## src/rtl/serial_subtractor_pkg.sv

```systemverilog
// Shared definitions for the digit-serial subtractor: controller states and
// helpers that derive the slice count and slice-index width from WIDTH/DIGIT.
package serial_subtractor_pkg;

    typedef enum logic [1:0] {
        IDLE = 2'd0,
        RUN  = 2'd1,
        DONE = 2'd2
    } state_t;

    // Narrowest legal slice-index register, even when there is only one slice.
    localparam int MIN_IDX_W = 1;

    // Number of DIGIT-bit slices needed to cover a WIDTH-bit operand.
    function automatic int num_slices(input int width, input int digit);
        return width / digit;
    endfunction

    // Width of the slice-index register: clog2 of the slice count, at least 1.
    function automatic int slice_idx_w(input int width, input int digit);
        int n;
        n = width / digit;
        return ($clog2(n) < MIN_IDX_W) ? MIN_IDX_W : $clog2(n);
    endfunction

endpackage

```

## src/rtl/serial_subtractor_digit_slice.sv

```systemverilog
// One DIGIT-bit slice of the subtractor: a ripple of full adders computing
// x + ~y + cin, so a chain of slices fed with carry-in 1 yields x - y.
module sub_digit_slice
    import serial_subtractor_pkg::*;
#(
    parameter int DIGIT = 2
) (
    input  logic [DIGIT-1:0] x_i,
    input  logic [DIGIT-1:0] y_i,
    input  logic             cin_i,
    output logic [DIGIT-1:0] sum_o,
    output logic             cout_o
);

    logic [DIGIT:0] carry;

    // Ripple the carry through the slice, inverting the subtrahend bits.
    always_comb begin
        carry    = '0;
        sum_o    = '0;
        carry[0] = cin_i;
        for (int i = 0; i < DIGIT; i++) begin
            sum_o[i]     = x_i[i] ^ ~y_i[i] ^ carry[i];
            carry[i + 1] = (x_i[i] & ~y_i[i]) | (x_i[i] & carry[i]) | (~y_i[i] & carry[i]);
        end
        cout_o = carry[DIGIT];
    end

endmodule

```

## src/rtl/serial_subtractor.sv

```systemverilog
// Digit-serial A-B subtractor (credit minus price) with valid/ready handshakes.
// One DIGIT-bit slice is processed per cycle, LSB slice first, with the borrow
// chain held in a carry register between cycles.
// Optional feature: define SUB_SATURATE_EN to clamp diff to 0 whenever a < b.
module serial_subtractor
    import serial_subtractor_pkg::*;
#(
    parameter int WIDTH = 8,
    parameter int DIGIT = 2
) (
    input  logic             clk,
    input  logic             rst_n,
    input  logic             in_valid,
    output logic             in_ready,
    input  logic [WIDTH-1:0] a,
    input  logic [WIDTH-1:0] b,
    output logic             out_valid,
    input  logic             out_ready,
    output logic [WIDTH-1:0] diff,
    output logic             bout
);

    localparam int N    = num_slices(WIDTH, DIGIT);
    localparam int IDXW = slice_idx_w(WIDTH, DIGIT);
    localparam logic [IDXW-1:0] LAST_IDX = IDXW'(N - 1);

    if (WIDTH % DIGIT != 0) begin : gBadDigit
        $fatal(1, "serial_subtractor: DIGIT must divide WIDTH");
    end

    state_t           state_q,    state_d;
    logic [WIDTH-1:0] opA_q,      opA_d;
    logic [WIDTH-1:0] opB_q,      opB_d;
    logic [IDXW-1:0]  sliceIdx_q, sliceIdx_d;
    logic             carry_q,    carry_d;
    logic [WIDTH-1:0] diff_q,     diff_d;
    logic             bout_q,     bout_d;
    logic             inReady_q,  inReady_d;

    logic [DIGIT-1:0] sliceA;
    logic [DIGIT-1:0] sliceB;
    logic [DIGIT-1:0] sliceSum;
    logic             sliceCout;

    assign sliceA = DIGIT'(opA_q >> (DIGIT * sliceIdx_q));
    assign sliceB = DIGIT'(opB_q >> (DIGIT * sliceIdx_q));

    sub_digit_slice #(
        .DIGIT (DIGIT)
    ) uSlice (
        .x_i    (sliceA),
        .y_i    (sliceB),
        .cin_i  (carry_q),
        .sum_o  (sliceSum),
        .cout_o (sliceCout)
    );

    // Next-state logic: accept operands, walk the slices, then hold the result.
    always_comb begin
        state_d    = state_q;
        opA_d      = opA_q;
        opB_d      = opB_q;
        sliceIdx_d = sliceIdx_q;
        carry_d    = carry_q;
        diff_d     = diff_q;
        bout_d     = bout_q;
        case (state_q)
            IDLE: begin
                if (in_valid && inReady_q) begin
                    opA_d      = a;
                    opB_d      = b;
                    sliceIdx_d = '0;
                    carry_d    = 1'b1;
                    state_d    = RUN;
                end
            end
            RUN: begin
                for (int s = 0; s < N; s++) begin
                    if (sliceIdx_q == IDXW'(s)) begin
                        diff_d[s*DIGIT +: DIGIT] = sliceSum;
                    end
                end
                carry_d    = sliceCout;
                sliceIdx_d = sliceIdx_q + 1'b1;
                if (sliceIdx_q == LAST_IDX) begin
                    bout_d  = ~sliceCout;
`ifdef SUB_SATURATE_EN
                    if (!sliceCout) begin
                        diff_d = '0;
                    end
`else
`endif
                    state_d = DONE;
                end
            end
            DONE: begin
                if (out_ready) begin
                    state_d = IDLE;
                end
            end
            default: begin
                state_d = IDLE;
            end
        endcase
        inReady_d = (state_d == IDLE);
    end

    // State and datapath registers with synchronous active-low reset.
    always_ff @(posedge clk) begin
        if (!rst_n) begin
            state_q    <= IDLE;
            opA_q      <= '0;
            opB_q      <= '0;
            sliceIdx_q <= '0;
            carry_q    <= 1'b1;
            diff_q     <= '0;
            bout_q     <= 1'b0;
            inReady_q  <= 1'b0;
        end else begin
            state_q    <= state_d;
            opA_q      <= opA_d;
            opB_q      <= opB_d;
            sliceIdx_q <= sliceIdx_d;
            carry_q    <= carry_d;
            diff_q     <= diff_d;
            bout_q     <= bout_d;
            inReady_q  <= inReady_d;
        end
    end

    assign in_ready  = inReady_q;
    assign out_valid = (state_q == DONE);
    assign diff      = diff_q;
    assign bout      = bout_q;

endmodule

```

## config.mk

```make
export PLATFORM = sky130hd
export DESIGN_NAME = serial_subtractor
export DESIGN_NICKNAME = d
export VERILOG_FILES = /design/src/rtl/serial_subtractor_pkg.sv /design/src/rtl/serial_subtractor_digit_slice.sv /design/src/rtl/serial_subtractor.sv
export SDC_FILE = /design/constraint.sdc
export NUM_CORES = 1
export LEC_CHECK = 0
export BUFFER_PORTS_ARGS = -buffer_cell sky130_fd_sc_hd__buf_2
export CAP_MARGIN = 30
export CELL_PAD_IN_SITES_DETAIL_PLACEMENT = 1
export CELL_PAD_IN_SITES_GLOBAL_PLACEMENT = 1
export CORE_MARGIN = 5
export CORE_UTILIZATION = 35
export CTS_BUF_LIST = sky130_fd_sc_hd__clkbuf_8
export CTS_CLUSTER_SIZE = 25
export DETAILED_ROUTE_END_ITERATION = 10
export GPL_ROUTABILITY_DRIVEN = 0
export PLACE_DENSITY_LB_ADDON = 0.1
export SKIP_LAST_GASP = 1
export SYNTH_ARGS = -nofsm -noshare
export SYNTH_HDL_FRONTEND = slang
export SYNTH_SLANG_ARGS = --single-unit
export TNS_END_PERCENT = 100
```

## constraint.sdc

```tcl
create_clock -name clk -period 6 [get_ports clk]
set_input_delay 0.3 -clock clk [delete_from_list [all_inputs] [get_ports clk]]
set_output_delay 0.3 -clock clk [all_outputs]
set_load 0.05 [all_outputs]
```

==> summary.txt <==
Floorplanning
  • Initial cell density of the core: between 30% and 40%
  • Die Y: about 75 µm
  • Die footprint: 5620 µm²
  • Die width: 75.0 µm
  • Core Region: approximately 4000 µm²
  • Num ports: 31
  • Row cnt: 23

Place
  • I/O Buffers: 30
  • Post-DP HPWL: 2360 µm
  • Cells after DPL: around 220

Pwr
  • Pwr dens: approximately 280 nW/µm²
  • Logic gate share of total power: about a tenth
  • Tot Pwr: 484 µW
  • Switch share: a little under a quarter
  • Clock share of power: between 40 and 50%
  • Leakage power: about 0.00078 µW
  • VDD IR-drop max: roughly 0.000098 V
  • Cell-internal power: between 300 and 400 µW
  • Register share of total power: a little under half
  • Switching power: roughly 110 µW

Setup path
  • Worst EP required: slightly above 6 ns
  • Slowest stage delay, CP: approximately 0.57 ns
  • CP most frequent cell: fa_1
  • Worst Setup Path Type: register to register
  • Worst Reg2Reg Path Length in Cells: 6
  • Worst Path Max Fanout: 9
  • Reg-to-Reg Start: sliceIdx_q[0]$_SDFFE_PN0P_
  • CP Buf/Inv Count: 1
  • Top delay family on crit path: adder cells
  • Worst EP arrival: 2.65 ns
  • Launch point of the critical path: sliceIdx_q[0]$_SDFFE_PN0P_
  • CP max stage cell: dfxtp_1
  • CP startpoint kind: register
  • RR Endpoint: diff[7]$_SDFFE_PN0P_
  • CP endpoint: diff[7]$_SDFFE_PN0P_
  • Stages on the worst setup path: 6
  • Cells along the critical path: mux4_2, fa_1, inv_1, fa_1, nand2b_1, mux2i_1
  • CP endpoint kind: register
  • R2R Setup Slk: 3.56 ns

Timing
  • Slew margin rel.: about two fifths
  • Max Freq: a little over 0.4 GHz
  • Clk_skew: roughly 0.0075 ns
  • Hold Slack: 0.264 ns
  • Worst-margin pin slew: between 0.8 and 0.9 ns
  • RSZ-0062 raised after global routing: false
  • Final setup violation count: 0
  • Setup TNS: 0 ns
  • Fin crit share: 40.7%
  • Final hold vios: 0
  • Slew Viols, Final: 0
  • Post-route minimum period: 2.44 ns

Yosys
  • Gate Count Post-Synth: ~150
  • Async SR Flop Fraction: 0%
  • Synthesized area: about 1500 µm²
  • Most frequent cells after synthesis: nand2_1, dfxtp_1, mux2i_1
  • Top-count cell post-synth: nand2_1
  • Synth Flop Type: dfxtp_1
  • Synth Area per Inst: between 9 and 10 µm²
  • Top-area cell type share of the netlist area: a little over two fifths
  • Sequential-to-total area share from yosys stat: about 42%
  • Post-synth cell types: 24
  • Count of flip-flops with a built-in enable after synthesis: 0
  • Post-synth top area cell: dfxtp_1
  • YS warnings: 0
  • Synthesis-stage register bit count: 31
  • Area contributors post-synth: dfxtp_1, mux2i_1, nand2_1
  • Syn nets: 175

Clocking
  • Clock Root Buffer: clkbuf_8
  • H-tree level count: 2
  • CTS tree: done
  • Hold-fix buffers, CTS: 0
  • Num CTS Buffers: 5
  • CTS Sinks: 31
  • Clock slew at reported path FFs: 0.06 ns
  • Clock Tree Buf Depth: 2
  • Post-CTS Setup Inserts: 0
  • CTS resizes: 0
  • Worst-Skew Late Latency: about 0.28 ns

Cells and area
  • Fin nets: 202
  • Diodes inserted: 0
  • Area growth syn-to-layout: 19.2%
  • Non-Filler Instances: around 230
  • Layout cells sized above 1: roughly a quarter

Global route
  • Initial antenna violation count: 0
  • Pin count of the biggest net entering global routing: 54
  • Number of global-route vias before repair: 1141
  • First-pass GRT wire length: between 5000 and 6000 µm
  • Gr usage total: between 10% and 20%
  • Gr ovfl total: 0

Drt
  • Vias: between 1000 and 1500
  • Wirelength per Cell: approximately 14 µm
  • Residual DRC: 0
  • 1st-pass router iterations: 3
  • Iter 0 DRT Violations: 27
  • Drt total wl: between 3000 and 4000 µm
  • Antenna-violating nets left: 0
  • Vias/cell: just under 5

Hold path
  • Hold Startpoint: a[7]
  • Hold Path Class: input port to register

Status
  • Outcome: finished clean

Flow run
  • Max-Cap Viols: 0
==> worst min-delay path: stages <==
cell     delay (ns)
buf_2          0.10
nand2_1        0.04
mux2i_1        0.05
==> power by group through the flow <==
| stage | Clock, µW | Sequential, µW | Combinational, µW |
|---|---|---|---|
| 4_1_cts | 217 | 223 | 52.6 |
| 3_3_place_gp | 0 | 227 | 49.0 |
| 5_1_grt | 228 | 224 | 57.4 |
| 2_1_floorplan | 0 | 227 | 37.7 |
| 6_report | 210 | 223 | 51.6 |
| 3_5_place_dp | 0 | 228 | 52.5 |
==> worst min-delay path by stage <==
stage               cells past startpoint  slack [ns]                    end
floorplan                               2        0.43  opA_q[4]$_SDFFE_PN0P_
global placement                        2        0.44   diff[5]$_SDFFE_PN0P_
detailed placement                      2        0.45  opA_q[1]$_SDFFE_PN0P_
CTS                                     3        0.26  opA_q[7]$_SDFFE_PN0P_
global route                            3        0.26  opB_q[3]$_SDFFE_PN0P_
finish                                  3        0.26  opA_q[7]$_SDFFE_PN0P_
==> metal layers <==
| layer | GRT usage (%) | share of wire (%) | up-vias |
|---|---|---|---|
| met2 | 20.3 | 49 | 23 |
| met1 | 14.4 | 44 | 509 |
| li1 | - | - | 553 |
| met4 | 4.74 | 1.3 | 0 |
| met5 | 0 | 0 | - |
| met3 | 2.94 | 5.2 | 5 |
==> per-stage QoR <==
| step | cell area (µm²) | util (%) | setup slack (ns) |
|---|---|---|---|
| 6_report | 1760 | 43.4 | 3.56 |
| 4_1_cts | 1760 | 43.4 | 3.52 |
| 3_3_place_gp | 1630 | 40.1 | 3.59 |
| 5_1_grt | 1760 | 43.4 | 3.37 |
| 3_5_place_dp | 1640 | 40.5 | 3.52 |
| 2_1_floorplan | 1480 | - | 3.75 |
==> state kept, by name (all words and copies together), names as in the netlist <==
register and count:
state_q 2, diff 8, in_ready 1, opA_q 8
opB_q 8, bout 1, sliceIdx_q 2, carry_q 1
==> cell families (layout without fill, tap and decap cells) <==
logic type / Yosys count / count (layout) / synth area share, %
flops: 31 / 31 / 42.0
compound gates: 5 / 5 / 2.63
buf+inv: 17 / 45 / 5.68
mux: 29 / 29 / 23.1
simple gates: 61 / 61 / 20.5
fa+ha+maj: 6 / 6 / 6.10
==> layout make-up <==
cell class / instances / area (µm²)
Sequential cell: 31 / 621
Clock buffer: 6 / 82.6
Inverter: 6 / 22.5
Fill cell: 480 / 2300
Tap cell: 50 / 62.6
Multi-Input combinational cell: 101 / 772
Clock inverter: 2 / 35.0
Timing Repair Buffer: 31 / 165
==> layout by cell type (no fill, tap or decap), types with 4 or more instances in the layout <==
cell type  count
mux2i_1       25
ha_1           4
mux4_2         4
clkbuf_8       6
nand3b_1       4
dfxtp_1       31
nand2_1       45
buf_2         30
inv_1          6
(Power assumes the default switching activity.)
